## src/rtl/spike_rate_encoder.sv

```systemverilog
// spike_rate_encoder: converts latched samples into deterministic rate-coded spike trains via per-channel phase accumulators.
module spike_rate_encoder #(
  parameter int NUM_INPUTS  = 1,
  parameter int VALUE_WIDTH = 8,
  parameter int WINDOW      = 256
) (
  input  logic                              clk,
  input  logic                              rst,
  input  logic                              in_valid,
  output logic                              in_ready,
  input  logic [NUM_INPUTS*VALUE_WIDTH-1:0] in_value,
  input  logic                              step_en,
  output logic [NUM_INPUTS-1:0]             spike_out,
  output logic                              busy,
  output logic                              window_done
);
  localparam int VW = VALUE_WIDTH;
  localparam int CW = $clog2(WINDOW + 1);
  typedef enum logic {IDLE, ENCODE} state_t;
  state_t state, state_nx;
  logic [NUM_INPUTS*VW-1:0] val_q, acc_q, acc_nx;
  logic [NUM_INPUTS-1:0] carry;
  logic [CW-1:0] cnt;
  logic accept, step, last;
  assign in_ready = state == IDLE;
  assign busy     = state == ENCODE;
  always_comb begin
    accept   = in_valid && state == IDLE;
    step     = step_en && state == ENCODE;
    last     = step && cnt == CW'(WINDOW - 1);
    state_nx = accept ? ENCODE : last ? IDLE : state;
  end
  // the carry out of each accumulator is the only spike source; the sum wraps
  for (genvar g = 0; g < NUM_INPUTS; g++) begin : g_ch
    assign {carry[g], acc_nx[g*VW +: VW]} = {1'b0, acc_q[g*VW +: VW]} + {1'b0, val_q[g*VW +: VW]};
  end
  always_ff @(posedge clk or negedge rst) begin
    if (!rst) begin
      state       <= IDLE;
      spike_out   <= '0;
      window_done <= 1'b0;
      val_q       <= '0;
      acc_q       <= '0;
      cnt         <= '0;
    end else begin
      state       <= state_nx;
      spike_out   <= step ? carry : '0;
      window_done <= last;
      if (accept) begin
        val_q <= in_value;
        acc_q <= '0;
        cnt   <= '0;
      end else if (step) begin
        acc_q <= acc_nx;
        cnt   <= cnt + 1'b1;
      end
    end
  end
endmodule
```

## config.mk

```make
export PLATFORM = sky130hd
export DESIGN_NAME = spike_rate_encoder
export DESIGN_NICKNAME = d
export VERILOG_FILES = /design/src/rtl/spike_rate_encoder.sv
export SDC_FILE = /design/constraint.sdc
export NUM_CORES = 1
export LEC_CHECK = 0
export ABC_AREA = 1
export ABC_CLOCK_PERIOD_IN_PS = 1500
export CORE_UTILIZATION = 50
export DETAILED_ROUTE_END_ITERATION = 6
export GPL_ROUTABILITY_DRIVEN = 0
export HOLD_SLACK_MARGIN = 0.03
export PLACE_DENSITY = 0.75
export SLEW_MARGIN = 20
export SYNTH_ARGS = -nofsm -noshare
export SYNTH_HDL_FRONTEND = slang
export SYNTH_SLANG_ARGS = --single-unit
```

## constraint.sdc

```tcl
create_clock -name clk -period 1.5 [get_ports clk]
set_input_delay 0.15 -clock clk [delete_from_list [all_inputs] [get_ports clk]]
set_output_delay 0.15 -clock clk [all_outputs]
set_load 0.01 [all_outputs]
```

==> flow_summary.toml, run 1 <==
[power_and_ir_drop]
p_per_area_nw_per_um2 = 1270
combPwrFrac_pct = 40.2
p_clk_share_pct = 15.0
p_leak_nw = 0.929
p_int_mw = 1.57
power_switching_mw = 0.884
swShare_pct = 36.0
total_power_mw = 2.45
vdd_ir_drop_max_mv = 0.584
power_frac_seq_pct = 44.8

[worst_setup_path]
rr_startpoint = "val_q[0]"
crit_fanout = 3
cp.arrival_ns = 1.86
crit_type = "reg -> reg"
start_kind = "register"
rr_worst_depth = 9
worstSetupEndpointType = "register"
cp_data_required_time_ns = 1.78
reg2reg_to = "acc_q[6]"
reg2reg_slack_ns = -0.08

[grt]
grt_pass1_wl_um = 5200
antenna_found_initial = 0
track_usage_pct = 20.3
grt_pass1_vias = 1199
grt_max_degree = 29
overflow = 0

[routing]
vias = 1234
drc = 6
antenna_left = 0
dr.first_iter.drc_count = 80
via_per_inst = 5.51
wl_per_cell_um = 14.4
finalWirelength_um = 3220
drt-pass1-iter-count = 6

[die]
row_count = 19
initial_utilization_pct = 54.1
die_w_um = 57.1
design.portCount = 16
die-area_um2 = 3260
dieHeight_um = 57.1
core-area_um2 = 2810

[sta]
fin_crit_ns = 1.58
rsz0062_at_grt = "yes"
fmax_mhz = 632
tightest_slew_ns = 0.355
fin_skew_ns = 0.00126
min_period_over_period_pct = 105
slew-limit-headroom_pct = 76.3
finalSetupViolations = 3
slew_violations = 0
finalWorstSetupSlack_ns = -0.0825
report.final.hold_viol_count = 0

[synth]
syn_area_um2 = 1520
avgSynthCellArea_um2 = 9.38
synth-seq-area-share_pct = 46.1
ys_types = 25
synth_cells = 162
ys_ff_latch = 28
synth_nets = 185
yosysWarnings = 0

[clock_network]
clock_path_buffers = 2
cts-root-buf = "clkbuf_4"
clkTransAtPathRegs_ns = 0.15
htreeDepth = 1
tritoncts = "done"
hold_buffers = 0
cts_buffers = 3
clock_latency_ns = 0.33
clock_sink_count = 28

[cells_and_area]
area_delta_synth_final_pct = 26.9
design_area_um2 = 1930
drive_gt1_share_pct = 29.0
mostFrequentLayoutCells = "nand2_1, dfrtp_1, buf_4, clkdlybuf4s50_1, inv_1"
mostFrequentLayoutCell = "nand2_1"
nets = 217
final_util_pct = 68.7
num_antenna_cells = 0

[place]
dpl-instance-area_um2 = 1730
portBuffers = 15
dp_hpwl_um = 2090

[status]
outcome = "finished with violations"
violations = "design-rule violations, negative setup slack"

[worst_hold_path]
hp-class = "in -> async"

[job]
cap_violations = 0
==> sequential cells by signal, indices dropped and copies added, names as in the netlist <==
| signal | cells |
|---|---|
| acc_q | 8 |
| busy | 1 |
| cnt | 9 |
| spike_out | 1 |
| val_q | 8 |
| window_done | 1 |
==> cell families after synthesis <==
family                   Yosys count  share of synthesized area (%)
AO/OA/AOI/OAI                     25                           10.3
adder cells (fa/ha/maj)           11                           9.56
AND/OR/NAND/NOR                   71                           22.2
flip-flops                        28                           46.1
buffers and inverters             19                           5.85
multiplexers                       8                           5.93
==> area by class of cell <==
type | count | area, um2
Timing Repair Buffer | 29 | 256
Multi-Input combinational cell | 115 | 828
Tap cell | 31 | 38.8
Inverter | 17 | 66.3
Sequential cell | 28 | 701
Clock buffer | 4 | 36.3
Fill cell | 217 | 878
==> worst max path at each step <==
| stage | from | endpoint | slack [ns] |
|---|---|---|---|
| final | val_q[0] | acc_q[6] | -0.08 |
| after global routing | val_q[0] | acc_q[6] | -0.17 |
| after CTS | val_q[0] | acc_q[6] | -0.06 |
| after detailed placement | val_q[0] | acc_q[6] | -0.1 |
| after global placement | val_q[0] | acc_q[6] | -0.04 |
| after floorplan | val_q[0] | acc_q[6] | 0.04 |
==> power by group through the flow <==
| stage | Clock (mW) | Sequential, mW | Combinational [mW] |
|---|---|---|---|
| 3_3_place_gp | 0 | 1.07 | 0.785 |
| 4_1_cts | 0.380 | 1.08 | 0.860 |
| 6_report | 0.369 | 1.10 | 0.986 |
| 2_1_floorplan | 0 | 1.05 | 0.617 |
| 3_5_place_dp | 0 | 1.09 | 0.835 |
| 5_1_grt | 0.416 | 1.12 | 1.12 |
==> metal layers <==
layer	track usage [%]	share of wire (%)
met5	0	0
met4	7.32	1.5
met3	2.04	3.3
met2	35.5	51
met1	26.3	44
==> per-stage QoR <==
stage / setup WS [ns] / TNS, ns / instances / hold WS, ns
final: -0.0825 / -0.139 / 224 / 0.176
after global routing: -0.175 / -0.481 / 224 / 0.195
after global placement: -0.0420 / -0.0611 / 212 / 0.467
after detailed placement: -0.0970 / -0.159 / 212 / 0.479
after floorplan: 0.0396 / 0 / 162 / -0.146
after CTS: -0.0550 / -0.0903 / 219 / 0.182
==> what timing repair did <==
action                     4_1_cts  5_1_grt
gates resized for setup          6       17
hold endpoints to repair         0        0
setup endpoints to repair        4        8
buffers inserted                 3        5
pin swaps                        2        6
==> Yosys cell counts (all sizes together) <==
| library cell | count | share of area [%] |
|---|---|---|
| nand2 | 43 | 13 |
| dfrtp | 28 | 46 |
| inv | 17 | 4.4 |
| nand3 | 12 | 4.0 |
| nor2 | 11 | 2.7 |
| ha | 10 | 8.2 |
| o21ai | 10 | 4.0 |
| a21oi | 9 | 3.2 |
| mux2 | 8 | 5.9 |
| a22o | 3 | 1.7 |
| buf | 2 | 1.5 |
| nand3b | 2 | 0.99 |
| o22ai | 2 | 0.82 |
| fa | 1 | 1.3 |
| nand4 | 1 | 0.41 |
| nor3b | 1 | 0.49 |
| o21bai | 1 | 0.49 |
| or2 | 1 | 0.41 |
==> worst max-delay path, stage by stage, from the launching register on <==
cell and delay [ns]:
dfrtp_1 0.42, ha_2 0.20, fa_2 0.36, nand2_2 0.09
nand2_2 0.06, nand3b_1 0.11, nand2_1 0.08, nand2_2 0.08
nand3_2 0.06, nand2_1 0.06
Power figures use the tool's default switching activity.
==> inputs of run 2 (changes only) <==
--- a/config.mk
+++ b/config.mk
@@ -8,6 +8,7 @@
 export ABC_AREA = 1
 export ABC_CLOCK_PERIOD_IN_PS = 1500
 export CORE_UTILIZATION = 50
+export CTS_CLUSTER_DIAMETER = 80
 export DETAILED_ROUTE_END_ITERATION = 6
 export GPL_ROUTABILITY_DRIVEN = 0
 export HOLD_SLACK_MARGIN = 0.03
==> results of run 2 <==
Final layout, timing and power as in run 1 (identical DEF).
==> inputs of run 3 (changes only) <==
--- a/config.mk
+++ b/config.mk
@@ -7,12 +7,14 @@
 export LEC_CHECK = 0
 export ABC_AREA = 1
 export ABC_CLOCK_PERIOD_IN_PS = 1500
+export CORE_MARGIN = 2
 export CORE_UTILIZATION = 50
 export CTS_CLUSTER_DIAMETER = 80
 export DETAILED_ROUTE_END_ITERATION = 6
 export GPL_ROUTABILITY_DRIVEN = 0
 export HOLD_SLACK_MARGIN = 0.03
 export PLACE_DENSITY = 0.75
+export RECOVER_POWER = 50
 export SLEW_MARGIN = 20
 export SYNTH_ARGS = -nofsm -noshare
 export SYNTH_HDL_FRONTEND = slang
==> run 3 against run 2 <==
Compared with the run above: fmax is 0.50% lower; first-iteration DRC count is 57% lower; the run ends with negative setup slack left; non-clock buffer count is 4 lower; wire length is 6.4% lower; final cell count is 1.8% lower; combinational power is 4.7% lower; largest cell class unchanged.
==> flow_summary.toml, run 3 (synthesized netlist as in run 1, its figures left out) <==
[worst_setup_path]
cp.arrival_ns = 1.89
path_buf_inv = 0
crit_slowest_cell = "dfrtp_1"
cpMostUsedCell = "nand2_2"
worstSetupEndpointType = "register"
start_kind = "register"
critPathMaxStageDelay_ns = 0.41
crit_fanout = 3
critPathTopFamily = "adder cells"
cp_data_required_time_ns = 1.80
path_cells = "ha_2 -> fa_2 -> nand2_2 -> nand2_2 -> nand3b_1 -> nand2_1 -> nand2_2 -> nand3_2 -> nand2_1"
crit_type = "reg -> reg"

[power_and_ir_drop]
p_leak_nw = 0.911
vdd_ir_drop_max_mv = 0.823
total_power_mw = 2.40
p_per_area_nw_per_um2 = 1300

[routing]
antenna_left = 0
via_per_inst = 5.50
vias = 1210
wl_per_cell_um = 13.7
drt-pass1-iter-count = 4
finalWirelength_um = 3020
dr.first_iter.drc_count = 34
drc = 0

[clock_network]
clock_sink_count = 28
cts_buffers = 3
clkTransAtPathRegs_ns = 0.15
clock_latency_ns = 0.34
cts-root-buf = "clkbuf_4"
clock_path_buffers = 2
tritoncts = "done"
htreeDepth = 1

[grt]
overflow = 0
grt_max_degree = 29
antenna_found_initial = 0
grt_pass1_vias = 1212
grt_pass1_wl_um = 5090
track_usage_pct = 19.1

[job]
cap_violations = 0

[sta]
slew-limit-headroom_pct = 53.3
fmax_mhz = 629
fin_skew_ns = 0.00692
rsz0062_at_grt = "yes"
min_period_over_period_pct = 106
tightest_slew_ns = 0.701
finalSetupViolations = 5
finalWorstSetupSlack_ns = -0.0904
fin_crit_ns = 1.59
slew_violations = 0
report.final.hold_viol_count = 0

[cells_and_area]
largest_reg_flops = 9
top_register = "cnt"
n_fill_cell = 250
mostFrequentLayoutCell = "nand2_1"
drive_gt1_share_pct = 24.9
multi_input_area_um2 = 792
fin_cells = 220
area_delta_synth_final_pct = 22.2
register_area_um2 = 701
num_antenna_cells = 0
mostFrequentLayoutCells = "nand2_1, dfrtp_1, clkdlybuf4s50_1, inv_1"
nets = 213
top_regs = "cnt x9, acc_q x8, val_q x8"

[place]
portBuffers = 15
dp_hpwl_um = 2040
dp.cells = 210

[die]
die-area_um2 = 3490
design.portCount = 16
core-area_um2 = 2830
initial_utilization_pct = 53.7
die_w_um = 59.1
dieHeight_um = 59.1
row_count = 19

[status]
outcome = "finished with violations"
violations = "negative setup slack"

[worst_hold_path]
hp-class = "in -> async"
run 3: cell count changes in the layout (fill, tap and decap cells not counted), moves of 2 or more:
cell	delta
buf_4	-5
ha_4	-2
nor2_1	+2
nor2_2	-2
run 3: layer usage:
layer	track usage, %	share of wire (%)	vias to the layer above
li1	-	-	593
met1	22.3	45	589
met2	34.4	50	23
met3	5.68	4.4	5
met4	3.90	1.0	0
met5	0	0	-
run 3: worst reg2reg max path, stage by stage, from the launching register on:
cell and delay [ns]:
dfrtp_1 0.41, ha_2 0.20, fa_2 0.37, nand2_2 0.09, nand2_2 0.06, nand3b_1 0.11
nand2_1 0.08, nand2_2 0.10, nand3_2 0.06, nand2_1 0.07
run 3: final timing paths:
path,start,slack [ns],cells after the start,endpoint
max in group asynchronous,rst,0.70,2,busy
worst min-delay path,rst,0.35,2,val_q[4]
min in group clk,in_value[5],0.41,2,val_q[5]
worst max-delay path,acc_q[0],-0.09,9,acc_q[6]
worst min register to register,acc_q[6],0.51,2,acc_q[6]
worst max register to register,acc_q[0],-0.09,9,acc_q[6]
run 3: layout make-up:
| cell class | instances | area share [%] |
|---|---|---|
| clock buffer | 4 | 1.96 |
| inverter | 17 | 3.57 |
| multi-input combinational | 115 | 42.7 |
| sequential | 28 | 37.8 |
| tap | 31 | 2.09 |
| timing repair buffer | 25 | 11.9 |
run 3: timing repair:
action | 4_1_cts | 5_1_grt
gates resized for setup | 5 | 10
hold buffers | 0 | 0
buffers inserted | 0 | 6
pin swaps | 2 | 11
gates cloned | 0 | 0
endpoints found under the setup margin | 5 | 10
run 3: per-stage QoR:
stage               utilization (%)  instance area (um2)  hold WS [ns]  TNS, ns  worst slack (ns)
finish                         65.6                 1860         0.355   -0.242           -0.0904
detailed placement             60.7                 1720         0.476   -0.132           -0.0786
floorplan                         -                 1520        -0.146        0            0.0396
global route                   65.6                 1860         0.398   -0.747            -0.182
global placement               60.7                 1720         0.470  -0.0499           -0.0336
CTS                            62.3                 1760         0.171   -0.115           -0.0527
run 3: power by group:
group / total (mW) / internal [mW] / switching (mW)
logic: 0.940 / 0.455 / 0.485
registers: 1.09 / 0.936 / 0.150
clock network: 0.377 / 0.149 / 0.228
total: 2.40 / 1.54 / 0.863
